==> src/rtl/noc_pkg.sv <==
// noc_pkg: shared NoC port ids, flit type encoding, FSM states and field positions
package noc_pkg;
    localparam logic [2:0] PORT_LOCAL = 3'd0;
    localparam logic [2:0] PORT_WEST  = 3'd1;
    localparam logic [2:0] PORT_NORTH = 3'd2;
    localparam logic [2:0] PORT_EAST  = 3'd3;
    localparam logic [2:0] PORT_SOUTH = 3'd4;
    localparam int TYPE_W = 2;
    typedef enum logic [1:0] {
        BODY   = 2'b00,
        HEAD   = 2'b01,
        TAIL   = 2'b10,
        SINGLE = 2'b11
    } flit_type_t;
    typedef enum logic {
        IDLE   = 1'b0,
        ACTIVE = 1'b1
    } ipb_state_t;
    function automatic logic opens_packet(input flit_type_t t);
        return t == HEAD || t == SINGLE;
    endfunction
    function automatic logic closes_packet(input flit_type_t t);
        return t == TAIL || t == SINGLE;
    endfunction
endpackage

==> src/rtl/noc_flit_fifo.sv <==
// noc_flit_fifo: power-of-two flit FIFO with free-running wrap pointers and occupancy count
module noc_flit_fifo #(
    parameter int WIDTH = 32,
    parameter int DEPTH = 4
) (
    input  logic                     clk,
    input  logic                     rst_n,
    input  logic                     push,
    input  logic [WIDTH-1:0]         wdata,
    input  logic                     pop,
    output logic [WIDTH-1:0]         rdata,
    output logic                     full,
    output logic                     empty,
    output logic [$clog2(DEPTH):0]   count
);
    localparam int AW = $clog2(DEPTH);
    logic [WIDTH-1:0] mem [DEPTH];
    logic [AW-1:0] wr_ptr;
    logic [AW-1:0] rd_ptr;
    assign rdata = mem[rd_ptr];
    assign full  = count == (AW+1)'(DEPTH);
    assign empty = count == '0;
    always_ff @(posedge clk) begin
        if (push) mem[wr_ptr] <= wdata;
    end
    always_ff @(posedge clk or negedge rst_n) begin
        if (!rst_n) begin
            wr_ptr <= '0;
            rd_ptr <= '0;
            count  <= '0;
        end else begin
            wr_ptr <= push ? wr_ptr + AW'(1) : wr_ptr;
            rd_ptr <= pop ? rd_ptr + AW'(1) : rd_ptr;
            count  <= count + (AW+1)'(push) - (AW+1)'(pop);
        end
    end
endmodule

==> src/rtl/input_port_buffer.sv <==
// input_port_buffer: per-input flit FIFO with XY routing and head-to-tail route hold.
// Define INPUT_BUFFER_CREDIT_EN to add a credit_out pulse on every FIFO pop.
module input_port_buffer
    import noc_pkg::*;
#(
    parameter int FLIT_W  = 32,
    parameter int DEPTH   = 4,
    parameter int COORD_W = 2,
    parameter int X_ADDR  = 0,
    parameter int Y_ADDR  = 0
) (
    input  logic              clk,
    input  logic              rst_n,
    input  logic              in_valid,
    input  logic [FLIT_W-1:0] in_flit,
    output logic              in_ready,
    output logic              buffer_req,
    output logic [2:0]        buffer_dport,
    input  logic              buffer_grant,
    output logic [FLIT_W-1:0] out_flit,
    output logic              out_valid,
    output logic              drop_pulse
`ifdef INPUT_BUFFER_CREDIT_EN
    ,
    output logic              credit_out
`endif
);
    localparam logic [COORD_W-1:0] MY_X = COORD_W'(X_ADDR);
    localparam logic [COORD_W-1:0] MY_Y = COORD_W'(Y_ADDR);
    ipb_state_t state;
    logic full;
    logic empty;
    logic [$clog2(DEPTH):0] count;
    logic push;
    logic pop;
    logic drop;
    logic start;
    flit_type_t head_type;
    logic [COORD_W-1:0] dest_x;
    logic [COORD_W-1:0] dest_y;
    logic [2:0] route;
    noc_flit_fifo #(.WIDTH(FLIT_W), .DEPTH(DEPTH)) u_fifo (
        .clk   (clk),
        .rst_n (rst_n),
        .push  (push),
        .wdata (in_flit),
        .pop   (pop),
        .rdata (out_flit),
        .full  (full),
        .empty (empty),
        .count (count)
    );
    assign in_ready   = !full;
    assign push       = in_valid && in_ready;
    assign head_type  = flit_type_t'(out_flit[FLIT_W-1 -: TYPE_W]);
    assign dest_x     = out_flit[2*COORD_W-1:COORD_W];
    assign dest_y     = out_flit[COORD_W-1:0];
    assign start      = state == IDLE && !empty && opens_packet(head_type);
    // A BODY/TAIL at the head while idle has no route; discard it so the queue cannot wedge.
    assign drop       = state == IDLE && !empty && !opens_packet(head_type);
    assign buffer_req = state == ACTIVE && count != '0;
    assign out_valid  = buffer_req && buffer_grant;
    assign pop        = out_valid || drop;
    assign route      = dest_x > MY_X ? PORT_EAST  :
                        dest_x < MY_X ? PORT_WEST  :
                        dest_y > MY_Y ? PORT_SOUTH :
                        dest_y < MY_Y ? PORT_NORTH : PORT_LOCAL;
    always_ff @(posedge clk or negedge rst_n) begin
        if (!rst_n) begin
            state        <= IDLE;
            buffer_dport <= PORT_LOCAL;
            drop_pulse   <= 1'b0;
        end else begin
            state        <= start ? ACTIVE :
                            (out_valid && closes_packet(head_type)) ? IDLE : state;
            buffer_dport <= start ? route : buffer_dport;
            drop_pulse   <= drop;
        end
    end
`ifdef INPUT_BUFFER_CREDIT_EN
    always_ff @(posedge clk or negedge rst_n) begin
        if (!rst_n) credit_out <= 1'b0;
        else        credit_out <= pop;
    end
`endif
endmodule

==> config.mk <==
export PLATFORM = sky130hd
export DESIGN_NAME = input_port_buffer
export DESIGN_NICKNAME = d
export VERILOG_FILES = /design/src/rtl/noc_pkg.sv /design/src/rtl/noc_flit_fifo.sv /design/src/rtl/input_port_buffer.sv
export SDC_FILE = /design/constraint.sdc
export NUM_CORES = 1
export LEC_CHECK = 0
export BUFFER_PORTS_ARGS = -buffer_cell sky130_fd_sc_hd__buf_2
export CAP_MARGIN = 20
export CORE_ASPECT_RATIO = 0.9
export CORE_MARGIN = 4
export CORE_UTILIZATION = 51
export DETAILED_ROUTE_END_ITERATION = 8
export PLACE_DENSITY = 0.86
export SLEW_MARGIN = 20
export SYNTH_ARGS = -nofsm -noshare
export SYNTH_HDL_FRONTEND = slang
export SYNTH_SLANG_ARGS = --single-unit
==> constraint.sdc <==
create_clock -name clk -period 2.4 [get_ports clk]
set_input_delay 0.12 -clock clk [delete_from_list [all_inputs] [get_ports clk]]
set_output_delay 0.12 -clock clk [all_outputs]
set_load 0.01 [all_outputs]
==> results of run 1 <==
-- cells in the final DEF, fill, tap and decap left out, drive strengths merged, types with 3 or more instances in the layout --
master	count
ha	6
clkinvlp	3
edfxtp	128
buf	86
and2	4
dlygate4sd3	33
clkbuf	19
mux4	32
clkinv	7
xnor2	3
inv	9
nor2	3
dfrtp	11
-- routing by layer --
layer	share of wire	global-route usage	up-vias
met1	0.41	0.228	1323
met3	0.072	0.0681	4
li1	-	-	1200
met5	0	0	-
met2	0.51	0.276	94
met4	0.0032	0.0461	0
-- sequential cells by signal, indices dropped and copies added, names as in the netlist --
register / cells
u_fifo.wr_ptr: 2
u_fifo.count: 3
drop_pulse: 1
u_fifo.mem: 128
state: 1
u_fifo.rd_ptr: 2
buffer_dport: 2
-- cell families after synthesis --
kind of cell               synth area share
DFF                                   0.784
AOI/OAI and AO/OA                    0.0119
and+or+nand+nor                      0.0183
xor gates and xnor gates            0.00667
adders and majority gates            0.0181
buffers and inverters                0.0157
muxes                                 0.145
-- stage by stage --
stage          cells  area [um^2]  total power, mW  hold slack [ns]  setup TNS [ns]
2_1_floorplan    228         5270             5.10           -0.176         -0.0565
3_3_place_gp     431         5900             5.98          0.00709               0
3_5_place_dp     431         5900             6.09           0.0139               0
4_1_cts          495         6790             8.60            0.116               0
5_1_grt          495         6790             8.97            0.131          -0.259
6_report         495         6790             8.49            0.127               0
-- critical path: cells and delay by family (launching register included) --
| family | cells | cell delay [ns] |
|---|---|---|
| AOI/OAI and AO/OA | 1 | 0.22 |
| muxes | 1 | 0.54 |
| xor gates and xnor gates | 2 | 0.33 |
| adders and majority gates | 3 | 0.74 |
| DFF | 1 | 0.37 |
| buffers and inverters | 2 | 0.11 |
-- layout make-up --
type                    count  share of cell area
flip-flops and latches    139               0.607
multi-input cells          71               0.159
repair buffers            119               0.124
clock buffers              19              0.0637
well taps                 126              0.0232
clock inverters            12              0.0186
inverters                   9             0.00497
-- synthesized netlist by cell type --
| master | instances | area [um^2] |
|---|---|---|
| edfxtp_1 | 128 | 3840 |
| mux4_2 | 27 | 608 |
| dfrtp_1 | 11 | 275 |
| inv_1 | 9 | 33.8 |
| ha_1 | 6 | 75.1 |
| mux4_1 | 5 | 131 |
| and2_1 | 4 | 25.0 |
| buf_2 | 3 | 15.0 |
| clkbuf_1 | 3 | 11.3 |
| nor2_1 | 3 | 11.3 |
| xnor2_1 | 3 | 26.3 |
| mux2_2 | 2 | 22.5 |
| nand2_1 | 2 | 7.51 |
| nand2b_1 | 2 | 12.5 |
| nor3_1 | 2 | 10.0 |
| o31ai_1 | 2 | 15.0 |
| or3_1 | 2 | 12.5 |
| a21boi_1 | 1 | 7.51 |
| a21o_1 | 1 | 7.51 |
| a31o_2 | 1 | 8.76 |
| buf_1 | 1 | 3.75 |
| buf_4 | 1 | 7.51 |
| buf_6 | 1 | 11.3 |
| fa_1 | 1 | 20.0 |
| nand3_1 | 1 | 5.00 |
| nor4_1 | 1 | 6.26 |
| o21ai_0 | 1 | 5.00 |
| o311a_1 | 1 | 10.0 |
| o311ai_0 | 1 | 8.76 |
| or2_2 | 1 | 6.26 |
| xor2_1 | 1 | 8.76 |
-- report_power, final --
| part | internal [mW] | total, mW | switching, mW |
|---|---|---|---|
| clock network | 1.51 | 2.40 | 0.889 |
| logic | 1.28 | 2.68 | 1.40 |
| registers | 3.23 | 3.41 | 0.178 |
| total | 6.02 | 8.49 | 2.47 |
-- worst paths after layout --
| path | to | depth (start not counted) | from | slack, ns |
|---|---|---|---|---|
| setup / recovery | u_fifo.count[2] | 9 | u_fifo.rd_ptr[0] | 0.02 |
| hold / removal | u_fifo.count[1] | 2 | rst_n | 0.13 |
| setup reg to reg | u_fifo.count[2] | 9 | u_fifo.rd_ptr[0] | 0.02 |
| hold reg to reg | buffer_dport[1] | 1 | buffer_dport[1] | 0.53 |
| max in group asynchronous | u_fifo.rd_ptr[1] | 2 | rst_n | 2.03 |
| min in group clk | u_fifo.wr_ptr[0] | 4 | in_valid | 0.24 |
-- what timing repair did --
action                                  4_1_cts  5_1_grt
hold buffers                                 33        0
gates resized for setup                       1        0
buffers inserted                              0        0
hold endpoints to repair                    139        0
endpoints found under the setup margin        1        6
pin swaps                                     0        0
==> flow_summary.toml, run 1 <==
[grt]
antenna_found_initial = 0
grt_pass1_wl_mm = 15.4
grt_usage = 0.175
grt_overflow = 0
grt_max_degree = 35
grt_pass1_vias = 2833

[worst_setup_path]
crit_chain = "mux4_2, o31ai_4, ha_1, inv_1, ha_1, inv_1, fa_2, xnor2_2, xnor2_1"
end_kind = "flip-flop"
critPathLaunchType = "flip-flop"
worstPathMaxFanout = 2
cp_slowest_stage_delay_ns = 0.54
crit_arrival_ns = 2.71
critPathSlowestCell = "mux4_2"
required_ns = 2.72
crit_type = "reg2reg"

[place]
hpwl_mm = 5.55
preCtsSetupSlack_ns = 0.00310
port_buffers = 74
gp_congestion = 0.784

[synth]
seq_area_frac_synth = 0.784
synth.avg_cell_area_um2 = 23.0
ys_warn_count = 0
synth_area_mm2 = 0.00525
synth_seq_cells = 139
synth_nets = 271
syn_inst = 228
ys_types = 31

[clock_tree]
htree_levels = 4
cts_buffers = 17
root_buffer = "clkbuf_16"
clockBufferDepth = 2
clk_pin_slew_worst_paths_ns = 0.06
cts_tree = "yes"
cts.sinks = 139
clock_latency_ns = 0.40

[die]
die_h_um = 104
start_util = 0.532
rows = 34
die_w_um = 115
core-area_mm2 = 0.00987
num_io_pins = 75
dieArea_mm2 = 0.0120

[worst_hold_path]
min_path_type = "in2async"

[sta]
layout_worst_path_cycle_share = 0.993
tightestPinTransition_ns = 0.617
worst_slack_ns = 0.0180
skew_ns = 0.00823
period_minus_slack_ns = 2.38
grt_setup_unrepaired = "yes"
finalSetupViolCount = 0
slew_headroom = 0.588
final-max-slew-violation-count = 0
timing.fmax_mhz = 420
finalHoldViolations = 0

[routing]
drt_iter0_drc = 166
vias = 2621
dr.pass1.iters = 4
viasPerCell = 5.29
drt-total-wl_mm = 9.61
routedWlPerCell_um = 19.4
drc = 0
final_antenna_net_count = 0

[layout]
final_nets = 400
drive_gt1_frac = 0.415
syn2layout_area_growth_pct = 29.3
final.fill_count = 605
register_area_mm2 = 0.00412
antenna_cells = 0
multi_input_area_mm2 = 0.00108
fin_util = 0.688

[outcome]
status = "completed"

[power_and_ir_drop]
ir_drop_uv = 1060
powerDensity_mw_per_mm2 = 1250
cellLeakagePower_nw = 2.48

[job]
maxCapViolations = 0
Note: power is estimated with default switching activity, not from simulation.
==> run 2: changes to the inputs <==
==> constraint.sdc (replaced) <==
create_clock -name clk -period 2.4 [get_ports clk]
set_input_delay 0.48 -clock clk [delete_from_list [all_inputs] [get_ports clk]]
set_output_delay 0.48 -clock clk [all_outputs]
set_load 0.01 [all_outputs]
==> flow_summary.toml, run 2 (synthesis gave the netlist of run 1 again) <==
[layout]
layout_common_cells = "edfxtp_1 (128), buf_2 (73), mux4_2 (32)"
layout_top_registers = "u_fifo.mem: 128 flops, u_fifo.count: 3 flops"
syn2layout_area_growth_pct = 23.5
top_register = "u_fifo.mem"
final_common_cell = "edfxtp_1"
final_nets = 367
largest_reg_flops = 128
fin_util = 0.657
final.fill_count = 647
stdcell_area_mm2 = 0.00648
drive_gt1_frac = 0.478

[sta]
final-max-slew-violation-count = 0
skew_ns = 0.00721
layout_worst_path_cycle_share = 0.998
finalHoldViolations = 0
tightestPinTransition_ns = 0.480
worst_slack_ns = 0.00384
slew_headroom = 0.680
setup-tns-final_ns = 0
finalSetupViolCount = 0
period_minus_slack_ns = 2.40
grt_setup_unrepaired = "yes"
timing.fmax_mhz = 417

[power_and_ir_drop]
power_mw = 8.56
cellLeakagePower_nw = 2.32
powerDensity_mw_per_mm2 = 1320
p_sw_mw = 2.52
intPower_mw = 6.04
ir_drop_uv = 850
combPwrFrac = 0.311
pwr-share-seq = 0.399
p_sw_frac = 0.294
pwr-share-clk = 0.290

[place]
port_buffers = 74
hpwl_mm = 5.65
place_area_mm2 = 0.00589
gp_congestion = 0.721
preCtsSetupSlack_ns = 0.0656

[routing]
dr.pass1.iters = 4
drt_iter0_drc = 161
viasPerCell = 5.55
drt-total-wl_mm = 9.30
final_antenna_net_count = 0
drc = 0
vias = 2574
routedWlPerCell_um = 20.0

[die]
die_w_um = 115
start_util = 0.532
core-area_mm2 = 0.00987
rows = 34
num_io_pins = 75
die_h_um = 104
dieArea_mm2 = 0.0120

[worst_setup_path]
required_ns = 2.69
worstPathMaxFanout = 2
end_kind = "flip-flop"
critPathLaunchType = "flip-flop"
crit_arrival_ns = 2.68
crit_type = "reg2reg"

[outcome]
status = "completed"

[grt]
antenna_found_initial = 1
grt_max_degree = 35
grt_pass1_wl_mm = 14.7
grt_usage = 0.168
grt_pass1_vias = 2751
grt_overflow = 0

[clock_tree]
cts_tree = "yes"
htree_levels = 4
clk_pin_slew_worst_paths_ns = 0.06
root_buffer = "clkbuf_16"
cts_buffers = 17
clock_latency_ns = 0.41
cts.sinks = 139
clockBufferDepth = 2

[worst_hold_path]
min_path_type = "in2reg"

[job]
maxCapViolations = 0
run 2: cell types whose count changed in the layout (fill, tap and decap cells not counted), moves of 2 or more:
cell / delta
clkinvlp_4: +4
mux4_2: +5
inv_6: +2
clkinv_4: -2
mux4_1: -5
buf_4: -2
dlygate4sd3_1: -32
clkinv_1: -2
run 2: area by class of cell:
class | count | area (um^2) | area share
clock inverter | 13 | 144 | 0.0222
tap | 126 | 158 | 0.0243
antenna | 1 | 2.50 | 0.000386
sequential | 139 | 4120 | 0.636
timing repair buffer | 86 | 532 | 0.0820
clock buffer | 19 | 433 | 0.0668
multi-input combinational | 71 | 1060 | 0.164
inverter | 9 | 33.8 | 0.00521
run 2: power groups by stage:
stage | Sequential (mW) | Clock, mW | Combinational, mW
finish | 3.42 | 2.48 | 2.66
global route | 3.47 | 2.66 | 2.89
global placement | 3.41 | 0 | 2.56
detailed placement | 3.46 | 0 | 2.61
floorplan | 3.42 | 0 | 1.68
CTS | 3.42 | 2.53 | 2.66
run 2: per-layer routing:
metal / wire (um) / track usage / share of wire
met5: 7 / 0 / 0.00075
met4: 38 / 0.0386 / 0.0041
met3: 636 / 0.0692 / 0.068
met2: 4880 / 0.272 / 0.52
met1: 3740 / 0.214 / 0.40
run 2: critical path: stages, from the launching register on:
cell and delay (ns):
dfrtp_2 0.39, mux4_2 0.54, o31ai_4 0.22, ha_1 0.27, inv_1 0.06, ha_1 0.14
inv_2 0.04, fa_2 0.35, xnor2_2 0.15, xnor2_1 0.13
run 2: what timing repair did:
item,4_1_cts,5_1_grt
gates resized for setup,5,6
setup buffers,0,0
setup endpoints to repair,31,5
hold buffers,1,0
hold endpoints to repair,11,0
run 2: path summary, 6_finish.rpt:
path	start	endpoint	slack, ns	cells after the start
setup / recovery	u_fifo.rd_ptr[0]	u_fifo.count[2]	0.004	9
hold / removal	in_flit[10]	u_fifo.mem[0][10]	0.29	1
setup reg to reg	u_fifo.rd_ptr[0]	u_fifo.count[2]	0.004	9
hold reg to reg	buffer_dport[1]	buffer_dport[1]	0.53	1
max in group asynchronous	rst_n	u_fifo.rd_ptr[0]	1.69	2
min in group asynchronous	rst_n	state	0.48	2
run 2: stage by stage:
stage | std cells | hold slack, ns
final | 464 | 0.285
after detailed placement | 430 | 0.368
after floorplan | 228 | 0.184
after global routing | 463 | 0.259
after CTS | 463 | 0.261
after global placement | 430 | 0.366
==> run 3: changes to the inputs <==
CORE_MARGIN = 2   (was 4)
==> flow_summary.toml, run 3 (synthesis gave the netlist of run 1 again) <==
[layout]
final_common_cell = "edfxtp_1"
largest_reg_flops = 128
syn2layout_area_growth_pct = 25.1
antenna_cells = 0
stdcell_area_mm2 = 0.00657
final_nets = 373
layout_common_cells = "edfxtp_1 (128), buf_2 (74), mux4_2 (27)"
top_register = "u_fifo.mem"
drive_gt1_frac = 0.468
layout_top_registers = "u_fifo.mem: 128 flops, u_fifo.count: 3 flops"

[grt]
antenna_found_initial = 0
grt_max_degree = 35
grt_overflow = 0
grt_pass1_vias = 2799
grt_pass1_wl_mm = 14.5
grt_usage = 0.180

[place]
gp_congestion = 0.746
hpwl_mm = 5.38
port_buffers = 74
place_area_mm2 = 0.00589

[clock_tree]
cts.sinks = 139
clockBufferDepth = 2
root_buffer = "clkbuf_16"
cts_tree = "yes"
clk_pin_slew_worst_paths_ns = 0.06
cts_buffers = 17
htree_levels = 4
clock_latency_ns = 0.41

[power_and_ir_drop]
powerDensity_mw_per_mm2 = 1340
power_mw = 8.78
ir_drop_uv = 859
cellLeakagePower_nw = 2.41

[die]
die_w_um = 111
core-area_mm2 = 0.0101
num_io_pins = 75
start_util = 0.519
die_h_um = 100
dieArea_mm2 = 0.0111
rows = 35

[routing]
drt_iter0_drc = 182
routedWlPerCell_um = 19.5
dr.pass1.iters = 4
drc = 0
final_antenna_net_count = 0
vias = 2571
viasPerCell = 5.46
drt-total-wl_mm = 9.17

[sta]
tightestPinTransition_ns = 0.479
period_minus_slack_ns = 2.43
skew_ns = 0.00744
layout_worst_path_cycle_share = 1.01
whs_ns = 0.276
worst_slack_ns = -0.0335
finalSetupViolCount = 1
final-max-slew-violation-count = 0
grt_setup_unrepaired = "yes"
finalHoldViolations = 0
timing.fmax_mhz = 411
slew_headroom = 0.680

[worst_setup_path]
worstPathMaxFanout = 3
timing.rr.start = "u_fifo.rd_ptr[0]"
path_buf_inv = 2
crit_arrival_ns = 2.76
r2r-end = "u_fifo.count[2]"
critPathSlowestCell = "mux4_2"
critPathLaunchType = "flip-flop"
end_kind = "flip-flop"
worst_r2r_path_depth = 9
crit_family = "adder cells"
crit_type = "reg2reg"
required_ns = 2.73
r2r_setup_slack_ns = -0.03
cp_slowest_stage_delay_ns = 0.56
crit_chain = "mux4_2, o31ai_4, ha_1, inv_1, ha_1, inv_1, fa_2, xnor2_2, xnor2_1"

[outcome]
status = "finished with violations"
violations = "setup timing"

[worst_hold_path]
min_from = "in_flit[11]"
whs_path_depth = 1
holdPathEnd = "u_fifo.mem[2][11]"
min_path_type = "in2reg"

[job]
maxCapViolations = 0
-- run 3: cell types whose count changed in the layout (fill, tap and decap cells not counted), sizes merged --
cell / before / now
buf: 85 / 91
bufinv: 2 / 3
clkbuf: 19 / 17
clkinv: 2 / 3
clkinvlp: 7 / 1
diode: 1 / 0
inv: 11 / 16
-- run 3: layout make-up --
| type | count | area, um^2 |
|---|---|---|
| multi-input combinational | 71 | 1080 |
| timing repair buffer | 92 | 566 |
| fill | 654 | 3550 |
| clock inverter | 14 | 183 |
| sequential | 139 | 4120 |
| clock buffer | 17 | 425 |
| tap | 129 | 161 |
| inverter | 9 | 33.8 |
-- run 3: timing repair --
| item | 4_1_cts | 5_1_grt |
|---|---|---|
| gates resized for setup | 3 | 2 |
| hold buffers | 1 | 0 |
| hold endpoints to repair | 11 | 0 |
| setup buffers | 0 | 2 |
| cloned | 1 | 0 |
| setup endpoints to repair | 31 | 15 |
-- run 3: report_power, final --
| group | switching (mW) | leakage, nW | total (mW) | internal [mW] |
|---|---|---|---|---|
| Clock | 0.986 | 0.295 | 2.64 | 1.65 |
| Combinational | 1.40 | 0.816 | 2.72 | 1.33 |
| Sequential | 0.188 | 1.30 | 3.42 | 3.23 |
| Total | 2.57 | 2.41 | 8.78 | 6.21 |
-- run 3: stage by stage --
stage	setup TNS [ns]	setup slack (ns)	instances	utilization
global placement	0	0.109	436	0.582
global route	-0.152	-0.151	471	0.649
detailed placement	0	0.0499	436	0.582
finish	-0.0335	-0.0335	471	0.649
CTS	-0.0345	-0.0345	469	0.648
floorplan	-0.0565	-0.0565	228	-
-- run 3: worst max path at each step --
stage	startpoint	to	slack (ns)	cells after the start
after CTS	u_fifo.rd_ptr[0]	u_fifo.count[2]	-0.03	9
final	u_fifo.rd_ptr[0]	u_fifo.count[2]	-0.03	9
after floorplan	u_fifo.rd_ptr[0]	u_fifo.count[2]	-0.06	10
after global routing	u_fifo.rd_ptr[0]	u_fifo.count[2]	-0.15	9
after global placement	u_fifo.rd_ptr[0]	u_fifo.count[2]	0.11	9
after detailed placement	u_fifo.rd_ptr[0]	u_fifo.count[2]	0.05	9
-- run 3: worst reg2reg max path, stage by stage (launching register included) --
cell and delay, ns:
dfrtp_2 0.41, mux4_2 0.56, o31ai_4 0.20, ha_1 0.26, inv_1 0.06, ha_1 0.13, inv_1 0.05, fa_2 0.35
xnor2_2 0.15, xnor2_1 0.18
-- run 3: routing by layer --
layer,global-route usage,vias up,routed length (um),part of all wire
met5,0,-,0,0
met4,0.0760,0,148,0.016
met3,0.0658,14,493,0.054
met2,0.301,83,4780,0.52
met1,0.216,1328,3750,0.41
li1,-,1146,-,-
